File: config.mk
export PLATFORM = sky130hd
export DESIGN_NAME = pergate_accum_fj
export DESIGN_NICKNAME = d
export VERILOG_FILES = /design/src/rtl/pergate_accum_fj_pkg.sv /design/src/rtl/pergate_accum_fj_field_adder.sv /design/src/rtl/pergate_accum_fj.sv
export SDC_FILE = /design/constraint.sdc
export NUM_CORES = 1
export LEC_CHECK = 0
export CORE_ASPECT_RATIO = 2
export CORE_MARGIN = 2
export CORE_UTILIZATION = 35
export CTS_CLUSTER_DIAMETER = 200
export DETAILED_ROUTE_END_ITERATION = 6
export GPL_TIMING_DRIVEN = 0
export PLACE_DENSITY_LB_ADDON = 0.15
export SLEW_MARGIN = 0
export SYNTH_ARGS = -nofsm -noshare
export SYNTH_HDL_FRONTEND = slang
export SYNTH_SLANG_ARGS = --single-unit
File: constraint.sdc
create_clock -name clk -period 8.1 [get_ports clk]
set_input_delay 0.81 -clock clk [delete_from_list [all_inputs] [get_ports clk]]
set_output_delay 0.81 -clock clk [all_outputs]
set_load 0.02 [all_outputs]
File: src/rtl/pergate_accum_fj_pkg.sv
// Shared sumcheck definitions: field parameters mirrored from the field macros,
// and the accumulator state encoding decoded by the round controller.
`ifndef F_NBITS
`define F_NBITS 61
`endif
`ifndef F_Q
`define F_Q 61'h1FFF_FFFF_FFFF_FFFF
`endif

package pergate_accum_fj_pkg;

    localparam int unsigned FW     = `F_NBITS;
    localparam logic [FW-1:0] FQ   = `F_Q;
    localparam int unsigned NTERMS = 3;

    typedef logic [FW-1:0] fe_t;

    typedef enum logic [1:0] {
        ST_IDLE  = 2'd0,
        ST_ACCUM = 2'd1,
        ST_DONE  = 2'd2
    } accum_state_e;

endpackage

File: src/rtl/pergate_accum_fj_field_adder.sv
// Combinational modular add; operands must already be reduced below FQ.
module field_adder
    import pergate_accum_fj_pkg::*;
(
    input  logic [FW-1:0] a_i,
    input  logic [FW-1:0] b_i,
    output logic [FW-1:0] sum_o
);

    logic [FW:0] wide;
    logic [FW:0] fq_w;
    logic [FW:0] diff;

    always_comb begin
        fq_w  = {1'b0, FQ};
        wide  = {1'b0, a_i} + {1'b0, b_i};
        diff  = wide - fq_w;
        sum_o = (wide >= fq_w) ? diff[FW-1:0] : wide[FW-1:0];
    end

endmodule

File: src/rtl/pergate_accum_fj.sv
// Accumulates per-gate F_j(0..2) contribution triples modulo FQ and presents
// the round's sums once the programmed number of gates has been absorbed.
module pergate_accum_fj
    import pergate_accum_fj_pkg::*;
#(
    parameter int unsigned NGATES_BITS = 10
) (
    input  logic                          clk,
    input  logic                          rst,
    input  logic                          start,
    input  logic [NGATES_BITS-1:0]        ngates,
    input  logic                          in_valid,
    input  logic [NTERMS-1:0][FW-1:0]     in_data,
    output logic                          in_ready,
    output logic                          busy,
    output logic                          done,
    output logic                          done_pulse,
    output logic [NTERMS-1:0][FW-1:0]     fj
);

    accum_state_e                  state_q;
    logic [NGATES_BITS-1:0]        rem_q;
    logic [NTERMS-1:0][FW-1:0]     sum_q;
    logic [NTERMS-1:0][FW-1:0]     sum_d;
    logic                          in_ready_q;
    logic                          busy_q;
    logic                          done_q;
    logic                          done_pulse_q;

    for (genvar k = 0; k < NTERMS; k++) begin : g_add
        field_adder u_add (
            .a_i   (sum_q[k]),
            .b_i   (in_data[k]),
            .sum_o (sum_d[k])
        );
    end

    always_ff @(posedge clk) begin
        if (rst) begin
            state_q      <= ST_IDLE;
            rem_q        <= '0;
            sum_q        <= '0;
            in_ready_q   <= 1'b0;
            busy_q       <= 1'b0;
            done_q       <= 1'b0;
            done_pulse_q <= 1'b0;
        end else begin
            done_pulse_q <= 1'b0;
            case (state_q)
                ST_IDLE, ST_DONE: begin
                    if (start) begin
                        sum_q <= '0;
                        rem_q <= ngates;
                        if (ngates == '0) begin
                            state_q      <= ST_DONE;
                            done_q       <= 1'b1;
                            done_pulse_q <= 1'b1;
                            in_ready_q   <= 1'b0;
                            busy_q       <= 1'b0;
                        end else begin
                            state_q    <= ST_ACCUM;
                            done_q     <= 1'b0;
                            in_ready_q <= 1'b1;
                            busy_q     <= 1'b1;
                        end
                    end
                end
                ST_ACCUM: begin
                    if (in_valid) begin
                        sum_q <= sum_d;
                        rem_q <= rem_q - 1'b1;
                        // Final contribution: leave ACCUM on the same edge that absorbs it.
                        if (rem_q == NGATES_BITS'(1)) begin
                            state_q      <= ST_DONE;
                            done_q       <= 1'b1;
                            done_pulse_q <= 1'b1;
                            in_ready_q   <= 1'b0;
                            busy_q       <= 1'b0;
                        end
                    end
                end
                default: begin
                    state_q    <= ST_IDLE;
                    rem_q      <= '0;
                    in_ready_q <= 1'b0;
                    busy_q     <= 1'b0;
                    done_q     <= 1'b0;
                end
            endcase
        end
    end

    assign in_ready   = in_ready_q;
    assign busy       = busy_q;
    assign done       = done_q;
    assign done_pulse = done_pulse_q;
    assign fj         = sum_q;

endmodule

**Word-level counts from Yosys, hierarchy flattened**

Cells that the tools add are included.

- Flip-flop bits (word level): 198
- Output and inout bits: 187
- Logic and storage cells: 59

- Add/sub/neg operators: 7
- $lt $le $gt $ge: 3
- Eq/ne operators: 6
- Mux-type cells: 28
- Reduce and logical (&&, ||, !) cells: 7

Operators by type and width:

| operator | number |
|---|---|
| $mux 183 | 2 |
| $pmux 183 s2 | 1 |
| $add 61x61->62 | 3 |
| $ge 62x61->1 const B | 3 |
| $mux 61 | 3 |
| $sub 61x61->61 const B | 3 |
| $mux 10 | 2 |
| $pmux 10 s2 | 1 |
| $mux 1 | 11 |
| $eq 10x1->1 const B | 1 |
| $logic_not 10->1 | 1 |
| $sub 10x1->10 const B | 1 |
| $mux 2 | 4 |
| $ne 2x2->1 const B | 3 |
| $pmux 1 s2 | 3 |
| $reduce_and 3->1 | 2 |
| $pmux 2 s2 | 1 |
| $eq 2x1->1 const B | 1 |
| $eq 2x2->1 const B | 1 |
| $logic_not 2->1 | 1 |
| $reduce_and 2->1 | 1 |
| $reduce_bool 2->1 | 1 |
| $reduce_or 2->1 | 1 |

**Longest topological paths before layout**

Gate-level depths: netlist of run 1.

- Depth in word-level cells: 5
- Mapped depth: 19
- Depth with buffers taken out: 16

**Hierarchy**

From an unflattened synthesis of run 1, not the netlist that was laid out.

- Cells, all modules: 3812
- Area total of the unflattened synthesis: 26715.6 um2

By module, submodules not included:

| module | times used | cells an instance | area each (um2) | seq. area each (um2) |
|---|---|---|---|---|
| field_adder (g_add[1].u_add ...) | 2 | 971 | 6521.3 | 0.0 |
| pergate_accum_fj | 1 | 925 | 7382.1 | 3943.8 |
| field_adder (g_add[0].u_add) | 1 | 945 | 6291.0 | 0.0 |

**Least setup slack after synthesis of run 1**

Ideal clock, no wire load.

- Path kind: input to register
- From: input port in_data[61] (netlist bit)
- To: register sum_q (netlist bit fj[111])
- Data arrival time: 4801 ps
- Slack: 3182 ps
- Stages on the path: 17
- Path buffers: 1
- Cells stage by stage: ha_1 > inv_1 > fa_1 > nor2b_2 > o311ai_2 > a31o_4 > a2111oi_4 > nor4_1 > xor2_1 > or2_0 > buf_2 > or4_4 > nor4_4 > nand2_2 > a2111oi_4 > mux2i_1 > nand2_1

- Word-level cells in the longest chain between the ends: 5

Ends and longest elaborated chain:

| item | line | text |
|---|---|---|
| start: declaration | pergate_accum_fj.sv:13 | `input logic [NTERMS-1:0][FW-1:0] in_data,` |
| $add 61x61->62 * | pergate_accum_fj_field_adder.sv:16 | `wide = {1'b0, a_i} + {1'b0, b_i};` |
| $sub 61x61->61 or $ge 62x61->1 (tied branches) | pergate_accum_fj_field_adder.sv:17, pergate_accum_fj_field_adder.sv:18 |  |
| $mux 61 * | pergate_accum_fj_field_adder.sv:18 | `sum_o = (wide >= fq_w) ? diff[FW-1:0] : wide[FW-1:0];` |
| $mux 183 * | pergate_accum_fj.sv:69 | `if (in_valid) begin` |
| $pmux 183 s2 * | pergate_accum_fj.sv:49 | `case (state_q)` |
| end signal: assignment | pergate_accum_fj.sv:70 | `sum_q <= sum_d;` |
| end: declaration | pergate_accum_fj.sv:23 | `logic [NTERMS-1:0][FW-1:0] sum_q;` |

Every way passes the cells marked *; elsewhere a longest branch is shown, timed or not. The select of a mux whose other input is x is not followed.
A chain may end at the register's enable or synchronous reset.

**Worst setup path in the final report of run 1**

- From: input port in_data[145] (netlist bit)
- To: register sum_q (netlist bit fj[164])

The elaborated chain is that of the path after synthesis.

==> impl_metrics.csv, run 1 <==
group,metric,value,unit
synth,synthSimpleGateAreaFrac,31.0,%
die,die_y,382,microns
power,vdd_drop_max,182,uV
worst_setup_path,end_kind,"flip-flop",
worst_setup_path,max_stage_delay,790,ps
power,leakagePower,11.0,nW
worst_hold_path,hold-path-endpoint,"fj[88]$_SDFFE_PP0P_",
synth,async_flop_share,0,%
synth,netlist_area,25000,sq um
clock_tree,cts_tree,"done",
synth,synth-seq-area-share,15.8,%
clock_tree,cts.hold.buffers_added,0,
worst_setup_path,crit_path_cell_trace,"clkdlybuf4s50_1, ha_1, clkbuf_1, nand4_1, nor3_1, o211ai_1, a31oi_1, mux2i_1, nor3_1, nand4_1, nand4bb_1, clkbuf_1, nor4_2, a31oi_1, clkbuf_1, nor2_1, xnor2_1, o21ai_0",
sta,hold_viol_final,0,
placed_design,post_dp_cell_area,30000,sq um
clock_tree,cts-htree-levels,4,
placed_design,portBuffers,383,
synth,ys_dominant_reg_cell,"dfxtp_1",
clock_tree,cts_buffers,17,
outcome,status,"finished, violations left",
detailed_routing,vias,29627,
detailed_routing,wl_per_cell,28.2,microns
sta,skew,18.8,ps
clock_tree,clk_latency,540,ps
finish,layout_common_cells,"nand2_1, clkdlybuf4s50_1, o21ai_0, nor2_1, a21oi_1",
die,ios,384,
grt,antenna_found_initial,14,
worst_hold_path,min_from,"fj[88]$_SDFFE_PP0P_",
detailed_routing,vias_per_cell,6.08,
grt,grt-ovfl-total,0,
synth,syn_area_per_cell,7.07,sq um
worst_setup_path,startpoint_type,"primary input",
clock_tree,cts.sinks,197,
detailed_routing,wirelength,138000,microns
sta,final.setup.tns,0,ps
worst_setup_path,cp_num_buf_inv,4,
clock_tree,post_cts_buffers,0,
sta,fmax,133,MHz
sta,min_period_over_period,93.0,%
synth,yosys_warnings,0,
synth,synth_nets,3923,
grt,top_usage_layer,"met2",
worst_setup_path,reg2reg_from,"fj[145]$_SDFFE_PP0P_",
worst_hold_path,hold_depth,2,
sta,slew_headroom,-4.96,%
placed_design,gp_congestion,1.02,
finish,drive_gt1_share,5.24,%
finish,syn_to_final_growth,22.4,%
sta,drv_slew,4,
synth,synth_xor_area_share,9.52,%
placed_design,dp_hpwl,115000,microns
synth,synth_top_family_by_area,"simple AND/OR/NAND/NOR gates",
sta,setup_violations,0,
grt,grtUsageMet2,68.0,%
clock_tree,clockBufferDepth,2,
sta,period_minus_slack,7530,ps
power,p_per_area,115,nW/um^2
detailed_routing,post-route-drc-count,0,
synth,muxShareOfSynthArea,1.19,%
worst_setup_path,crit_fanout,10,
sta,rsz0062_at_grt,"false",
detailed_routing,drt_iter0_drc,1677,
synth,ys_seq_elements,197,
grt,grt_pass1_wl,195000,microns
detailed_routing,first_pass_iters,6,
worst_setup_path,path_delay_family,"simple AND/OR/NAND/NOR gates",
placed_design,dp_cells,4829,
power,p_total,3.51,mW
sta,tightest_slew,1560,ps
grt,grt_max_degree,20,
worst_setup_path,r2r_end,"fj[164]$_SDFFE_PP0P_",
worst_setup_path,r2r_slack,870,ps
grt,use_met3,8.04,%
outcome,violations,"capacitance limit, slew limit",
job,cap_violations,2,
synth,synthAdderAreaFrac,9.65,%
worst_setup_path,reg2reg_depth,17,
worst_setup_path,cpMostUsedCell,"clkbuf_1",
worst_setup_path,arrival,7930,ps
finish,layout_commonest_cell,"nand2_1",
clock_tree,clkSlewWorstSetupHoldPaths,90,ps
clock_tree,ctsResizeCount,0,
die,start_util,35.3,%
worst_setup_path,path_class,"primary input to flip-flop",
worst_setup_path,crit_slowest_cell,"a31oi_1",
clock_tree,ctsRootBufferMaster,"clkbuf_16",
synth,synth_compound_area_share,28.7,%
die,coreArea,70800,sq um
worst_setup_path,worstPathRequired,8500,ps
die,dieArea,73700,sq um
die,rows,138,
finish,finalInstanceArea,30600,sq um
synth,synth-edff-count,0,
grt,track_usage,36.8,%
grt,use_met1,30.9,%
finish,finalNonFillerCells,4869,
die,die_width,193,microns
worst_hold_path,hp-class,"flip-flop to flip-flop",
synth,syn_inst,3535,
synth,synth_cell_types,113,
finish,nets,4326,
grt,grt_pass1_vias,30592,
detailed_routing,postRouteAntennaNets,0,
==> cell families (layout without fill, tap and decap cells) <==
family / Yosys count / count (layout)
and+or+nand+nor: 1489 / 1489
buffers and inverters: 247 / 663
adders and majority gates: 191 / 191
muxes: 29 / 29
xor gates and xnor gates: 271 / 271
other: 0 / 8
AOI/OAI and AO/OA: 1111 / 1111
DFF: 197 / 197
==> final cells by class <==
class / instances / area [sq um]
diodes: 8 / 20.0
plain buffers: 185 / 808
clock buffers: 18 / 439
clock inverters: 14 / 154
fillers: 7601 / 40200
inverters: 62 / 233
multi-input cells: 3091 / 20000
flip-flops and latches: 197 / 3940
well taps: 910 / 1140
repair buffers: 384 / 3840
==> metrics by stage <==
stage               util, %  hold WS [ps]  worst slack (ps)
floorplan                 -           457              3180
global placement       42.3           456               167
detailed placement     42.4           458               193
CTS                    43.2           472               746
global route           43.2           481               597
finish                 43.2           472               570
==> cells in the mapped netlist (23+ instances only) <==
cell type / count / area [sq um]
and2_1: 38 / 238
or3_1: 37 / 231
nor2b_1: 33 / 206
buf_2: 54 / 270
and4_1: 30 / 263
nand2_1: 479 / 1800
nor3_1: 131 / 656
clkbuf_1: 120 / 450
nand3_1: 84 / 420
a21o_1: 78 / 586
o211ai_1: 45 / 338
o21ai_0: 316 / 1580
a21oi_1: 267 / 1340
nor2_1: 279 / 1050
o21ai_1: 42 / 210
a31oi_1: 27 / 169
o21a_1: 61 / 458
dfxtp_1: 197 / 3940
nand4_1: 115 / 719
mux2i_1: 23 / 230
and3_1: 30 / 188
ha_1: 188 / 2350
xor2_1: 88 / 771
xnor2_1: 182 / 1590
a211oi_1: 31 / 233
inv_1: 62 / 233
nor4_1: 62 / 388
==> state kept, by name, summed over array words and instances, names as in the netlist <==
register	count
fj	183
done_pulse	1
busy	1
rem_q	10
state_q	2
==> worst register-to-register path, cell delays in order (launching register included) <==
cell and delay (ps):
dfxtp_1 390, ha_1 300, clkbuf_1 350, nand4_1 320, nor3_1 770, o211ai_1 270, a31oi_1 790, mux2i_1 190
nor3_1 570, nand4_1 270, nand4bb_1 260, clkbuf_1 340, nor4_2 510, a31oi_1 450, clkbuf_1 540, nor2_1 550
xnor2_1 170, o21ai_0 80
==> worst max-delay path by stage <==
stage | from | endpoint | slack (ps) | depth (start not counted)
4_1_cts | in_data[145] | fj[164]$_SDFFE_PP0P_ | 750 | 18
3_5_place_dp | in_data[145] | fj[164]$_SDFFE_PP0P_ | 190 | 18
2_1_floorplan | in_data[61] | fj[111]$_SDFFE_PP0P_ | 3180 | 17
3_3_place_gp | in_data[145] | fj[164]$_SDFFE_PP0P_ | 170 | 18
5_1_grt | in_data[134] | fj[164]$_SDFFE_PP0P_ | 600 | 17
6_report | in_data[145] | fj[164]$_SDFFE_PP0P_ | 570 | 18
==> layer usage <==
layer / part of all wire (%) / routed length (microns)
met1: 30 / 41800
met2: 52 / 71100
met3: 5.9 / 8090
met4: 12 / 16400
met5: 0.057 / 79
==> where the power goes <==
part / switching, mW / internal [mW] / total [mW] / leakage (nW)
logic: 0.947 / 0.537 / 1.48 / 9.12
registers: 0.0469 / 1.01 / 1.06 / 1.60
clock network: 0.515 / 0.449 / 0.964 / 0.293
total: 1.51 / 2.00 / 3.51 / 11.0
Power figures use the tool's default switching activity.
==> inputs of run 2 (changes only) <==
- CAP_MARGIN: default -> 10
==> impl_metrics.csv, run 2 (synthesis gave the netlist of run 1 again) <==
group,metric,value,unit
die,coreArea,70800,sq um
detailed_routing,vias_per_cell,6.07,
finish,drive_gt1_share,5.31,%
detailed_routing,vias,29578,
sta,skew,16.0,ps
grt,grt_pass1_wl,196000,microns
sta,setup_ws,442,ps
sta,hold_viol_final,0,
worst_setup_path,end_kind,"flip-flop",
sta,rsz0062_at_grt,"false",
sta,period_minus_slack,7660,ps
worst_setup_path,worstPathRequired,8520,ps
worst_setup_path,path_class,"primary input to flip-flop",
grt,antenna_found_initial,14,
power,clkPwrFrac,27.8,%
placed_design,dp_hpwl,115000,microns
finish,fillers,7636,
die,ios,384,
power,vdd_drop_max,193,uV
die,start_util,35.3,%
worst_setup_path,crit_fanout,10,
clock_tree,cts-htree-levels,4,
outcome,violations,"DRC",
die,rows,138,
detailed_routing,wl_per_cell,28.3,microns
detailed_routing,met2_length,72300,microns
power,power.share.sequential,30.0,%
finish,finalNonFillerCells,4876,
worst_setup_path,arrival,8070,ps
detailed_routing,dr_wl_met3,7400,microns
placed_design,gp_congestion,1.02,
clock_tree,cts_buffers,17,
finish,regArea,3940,sq um
clock_tree,ctsRootBufferMaster,"clkbuf_16",
worst_setup_path,crit_slowest_cell,"clkbuf_1",
detailed_routing,first_pass_iters,7,
clock_tree,clkSlewWorstSetupHoldPaths,100,ps
detailed_routing,wirelength,138000,microns
detailed_routing,highest-signal-layer,"met5",
finish,layout_common_cells,"nand2_1, clkdlybuf4s50_1, o21ai_0, nor2_1, a21oi_1",
sta,fmax,131,MHz
grt,grt-ovfl-total,0,
clock_tree,post_cts_buffers,0,
placed_design,post-place-ws,226,ps
grt,grt_max_degree,20,
finish,nets,4330,
die,dieArea,73700,sq um
clock_tree,ctsResizeCount,0,
clock_tree,clockBufferDepth,2,
grt,track_usage,36.9,%
placed_design,portBuffers,383,
job,cap_violations,0,
clock_tree,clk_latency,540,ps
sta,hold_ws,470,ps
sta,slew_headroom,13.0,%
detailed_routing,postRouteAntennaNets,0,
worst_setup_path,crit_path_cell_trace,"clkdlybuf4s50_1, ha_1, a21oi_1, o21a_1, o21ai_0, and3b_1, nor4_1, xnor2_1, nor3b_1, nand4bb_1, clkbuf_1, nor4_2, a31oi_1, clkbuf_1, nor2_1, xnor2_1, o21ai_0",
die,die_width,193,microns
finish,largest_reg_flops,183,
clock_tree,cts.hold.buffers_added,0,
grt,grt_pass1_vias,30488,
finish,multiInputGateArea,20000,sq um
sta,drv_slew,0,
power,p_per_area,115,nW/um^2
outcome,status,"finished, violations left",
sta,setup_violations,0,
sta,final.setup.tns,0,ps
finish,layout_commonest_cell,"nand2_1",
power,switching_share,43.3,%
worst_setup_path,max_stage_delay,910,ps
clock_tree,cts.sinks,197,
power,leakagePower,11.0,nW
finish,syn_to_final_growth,22.6,%
sta,min_period_over_period,94.5,%
detailed_routing,post-route-drc-count,8,
power,pwr-share-comb,42.2,%
worst_setup_path,startpoint_type,"primary input",
worst_hold_path,hp-class,"flip-flop to flip-flop",
detailed_routing,drt_iter0_drc,1590,
die,die_y,382,microns
placed_design,dp_cells,4832,
power,intPower,2.00,mW
detailed_routing,wl_met1,42800,microns
clock_tree,cts_tree,"done",
power,p_switching,1.53,mW
sta,tightest_slew,1290,ps
[run 2: power groups by stage]
| stage | combinational (mW) | sequential, mW | clock [mW] |
|---|---|---|---|
| global placement | 1.46 | 1.08 | 0 |
| CTS | 1.46 | 1.06 | 0.995 |
| floorplan | 0.858 | 1.11 | 0 |
| global route | 1.60 | 1.06 | 1.02 |
| finish | 1.49 | 1.06 | 0.981 |
| detailed placement | 1.45 | 1.08 | 0 |
[run 2: worst paths after layout]
path | startpoint | end | slack (ps) | cells after the start
hold reg to reg | fj[127]$_SDFFE_PP0P_ | fj[127]$_SDFFE_PP0P_ | 470 | 2
setup / recovery | in_data[134] | fj[164]$_SDFFE_PP0P_ | 440 | 17
hold / removal | fj[127]$_SDFFE_PP0P_ | fj[127]$_SDFFE_PP0P_ | 470 | 2
setup reg to reg | fj[145]$_SDFFE_PP0P_ | fj[164]$_SDFFE_PP0P_ | 760 | 17
[run 2: per-stage QoR]
step                      utilization [%]  power [mW]  area [sq um]
final                                43.3        3.53         30600
after global routing                 43.3        3.68         30600
after CTS                            43.2        3.51         30600
after detailed placement             42.4        2.53         30000
after global placement               42.3        2.53         30000
after floorplan                         -        1.97         25000
[run 2: final cells by class]
type                       instances  area share (%)
buffer                           185            2.64
clock inverter                    14           0.518
clock buffer                      18            1.43
multi-input combinational       3091            65.4
antenna                           11          0.0898
tap                              910            3.71
sequential                       197            12.9
inverter                          62           0.759
timing repair buffer             388            12.6
[run 2: worst max-delay path, delay by kind of cell]
kind | cells | cell delay (ps)
AO/OA/AOI/OAI | 5 | 2290
XOR/XNOR | 2 | 490
AND/OR/NAND/NOR | 6 | 2180
adder cells (fa/ha/maj) | 1 | 410
buffers and inverters | 3 | 1860
[run 2: layer usage]
metal / vias up / global-route usage (%)
met4: 6 / 35.4
met1: 13854 / 31.3
met2: 1187 / 69.1
met5: - / 0
li1: 14020 / -
met3: 511 / 7.58
==> inputs of run 3 (changes only) <==
- PLACE_DENSITY_LB_ADDON: 0.15 -> default
==> impl_metrics.csv, run 3 (synthesis gave the netlist of run 1 again) <==
group,metric,value,unit
sta,fmax,140,MHz
power,p_total,3.48,mW
detailed_routing,vias,30027,
sta,hold_viol_final,0,
clock_tree,clockBufferDepth,2,
detailed_routing,highest-signal-layer,"met5",
placed_design,dp_hpwl,113000,microns
detailed_routing,first_pass_iters,7,
detailed_routing,met2_length,67900,microns
detailed_routing,vias_per_cell,6.16,
detailed_routing,wl_per_cell,27.9,microns
worst_setup_path,arrival,7560,ps
clock_tree,cts_tree,"done",
placed_design,gp_congestion,1.08,
worst_hold_path,hp-class,"flip-flop to flip-flop",
clock_tree,ctsRootBufferMaster,"clkbuf_16",
finish,drive_gt1_share,5.33,%
die,die_width,193,microns
placed_design,post-place-ws,730,ps
die,start_util,35.3,%
die,coreArea,70800,sq um
worst_setup_path,startpoint_type,"primary input",
worst_setup_path,worstPathRequired,8500,ps
worst_setup_path,crit_fanout,8,
detailed_routing,wirelength,136000,microns
sta,setup_violations,0,
clock_tree,cts-htree-levels,4,
sta,period_minus_slack,7160,ps
sta,final.setup.tns,0,ps
grt,grt-ovfl-total,0,
power,vdd_drop_max,197,uV
sta,setup_ws,943,ps
power,p_per_area,114,nW/um^2
detailed_routing,drt_iter0_drc,2020,
finish,syn_to_final_growth,22.6,%
detailed_routing,dr_wl_met3,9610,microns
grt,grt_pass1_vias,30412,
worst_setup_path,cp-startpoint,"in_data[77]",
finish,layout_common_cells,"nand2_1, clkdlybuf4s50_1, o21ai_0, nor2_1, a21oi_1",
worst_setup_path,crit_path_cell_trace,"clkdlybuf4s50_1, ha_1, a21oi_1, o21ai_0, a21o_1, o21a_1, nor3_1, o211ai_1, nor4_2, nand2_1, nor4_4, o211ai_1, or4_1, xnor2_1, o21ai_0",
sta,min_period_over_period,88.4,%
die,ios,384,
clock_tree,post_cts_buffers,0,
worst_setup_path,crit_slowest_cell,"nor3_1",
clock_tree,cts.sinks,197,
worst_setup_path,crit_path_end,"fj[113]$_SDFFE_PP0P_",
grt,track_usage,36.2,%
detailed_routing,wl_met1,41700,microns
finish,fillers,7487,
sta,drv_slew,0,
job,cap_violations,0,
worst_setup_path,cp_num_buf_inv,1,
worst_setup_path,path_delay_family,"simple AND/OR/NAND/NOR gates",
worst_setup_path,path_class,"primary input to flip-flop",
detailed_routing,postRouteAntennaNets,0,
clock_tree,clk_latency,530,ps
finish,layout_commonest_cell,"nand2_1",
power,leakagePower,11.0,nW
worst_setup_path,end_kind,"flip-flop",
die,die_y,382,microns
outcome,status,"completed",
sta,slew_headroom,10.8,%
worst_setup_path,reg2reg_depth,14,
sta,tightest_slew,1320,ps
finish,largest_reg_flops,183,
worst_setup_path,reg2reg_from,"fj[77]$_SDFFE_PP0P_",
clock_tree,clkSlewWorstSetupHoldPaths,90,ps
clock_tree,cts_buffers,17,
worst_setup_path,max_stage_delay,910,ps
sta,rsz0062_at_grt,"false",
grt,grt_max_degree,20,
worst_setup_path,r2r_slack,1340,ps
grt,grt_pass1_wl,193000,microns
sta,hold_ws,475,ps
sta,skew,12.8,ps
placed_design,post_dp_cell_area,30000,sq um
clock_tree,ctsResizeCount,0,
detailed_routing,post-route-drc-count,0,
grt,antenna_found_initial,12,
worst_setup_path,r2r_end,"fj[113]$_SDFFE_PP0P_",
finish,finalInstanceArea,30600,sq um
finish,nets,4332,
clock_tree,cts.hold.buffers_added,0,
worst_setup_path,crit_cells,15,
placed_design,portBuffers,383,
worst_hold_path,min_from,"fj[87]$_SDFFE_PP0P_",
die,dieArea,73700,sq um
die,rows,138,
## run 3: worst min path at each step
stage / to / slack (ps) / depth (start not counted)
after floorplan: rem_q[6]$_SDFFE_PP0P_ / 460 / 2
after global placement: fj[87]$_SDFFE_PP0P_ / 460 / 2
after detailed placement: fj[70]$_SDFFE_PP0P_ / 460 / 2
after CTS: fj[87]$_SDFFE_PP0P_ / 480 / 2
after global routing: fj[104]$_SDFFE_PP0P_ / 500 / 2
final: fj[87]$_SDFFE_PP0P_ / 480 / 2
## run 3: area by class of cell
| type | count | area (sq um) | area share (%) |
|---|---|---|---|
| well taps | 910 | 1140 | 3.72 |
| flip-flops and latches | 197 | 3940 | 12.9 |
| clock buffers | 19 | 443 | 1.45 |
| plain buffers | 185 | 808 | 2.64 |
| diodes | 5 | 12.5 | 0.0408 |
| repair buffers | 390 | 3910 | 12.8 |
| inverters | 62 | 233 | 0.759 |
| clock inverters | 13 | 135 | 0.441 |
| multi-input cells | 3091 | 20000 | 65.3 |
## run 3: tightest hold or removal path, cell delays in order (launching register included)
cell and delay, ps:
dfxtp_1 330, nand2_1 50, o21ai_1 50
## run 3: metal layers
layer / vias up / track usage (%)
met5: - / 0
met4: 14 / 37.3
met3: 668 / 8.65
met2: 1502 / 65.2
met1: 13833 / 31.0
li1: 14010 / -
## run 3: through the flow
step / instances / utilization (%)
floorplan: 3535 / -
global route: 4868 / 43.3
global placement: 4828 / 42.3
finish: 4872 / 43.3
CTS: 4865 / 43.2
detailed placement: 4833 / 42.4
## run 3: where the power goes
group / internal, mW / leakage, nW / total, mW / switching (mW)
logic: 0.539 / 9.16 / 1.49 / 0.946
registers: 1.01 / 1.60 / 1.06 / 0.0484
clock network: 0.420 / 0.283 / 0.938 / 0.519
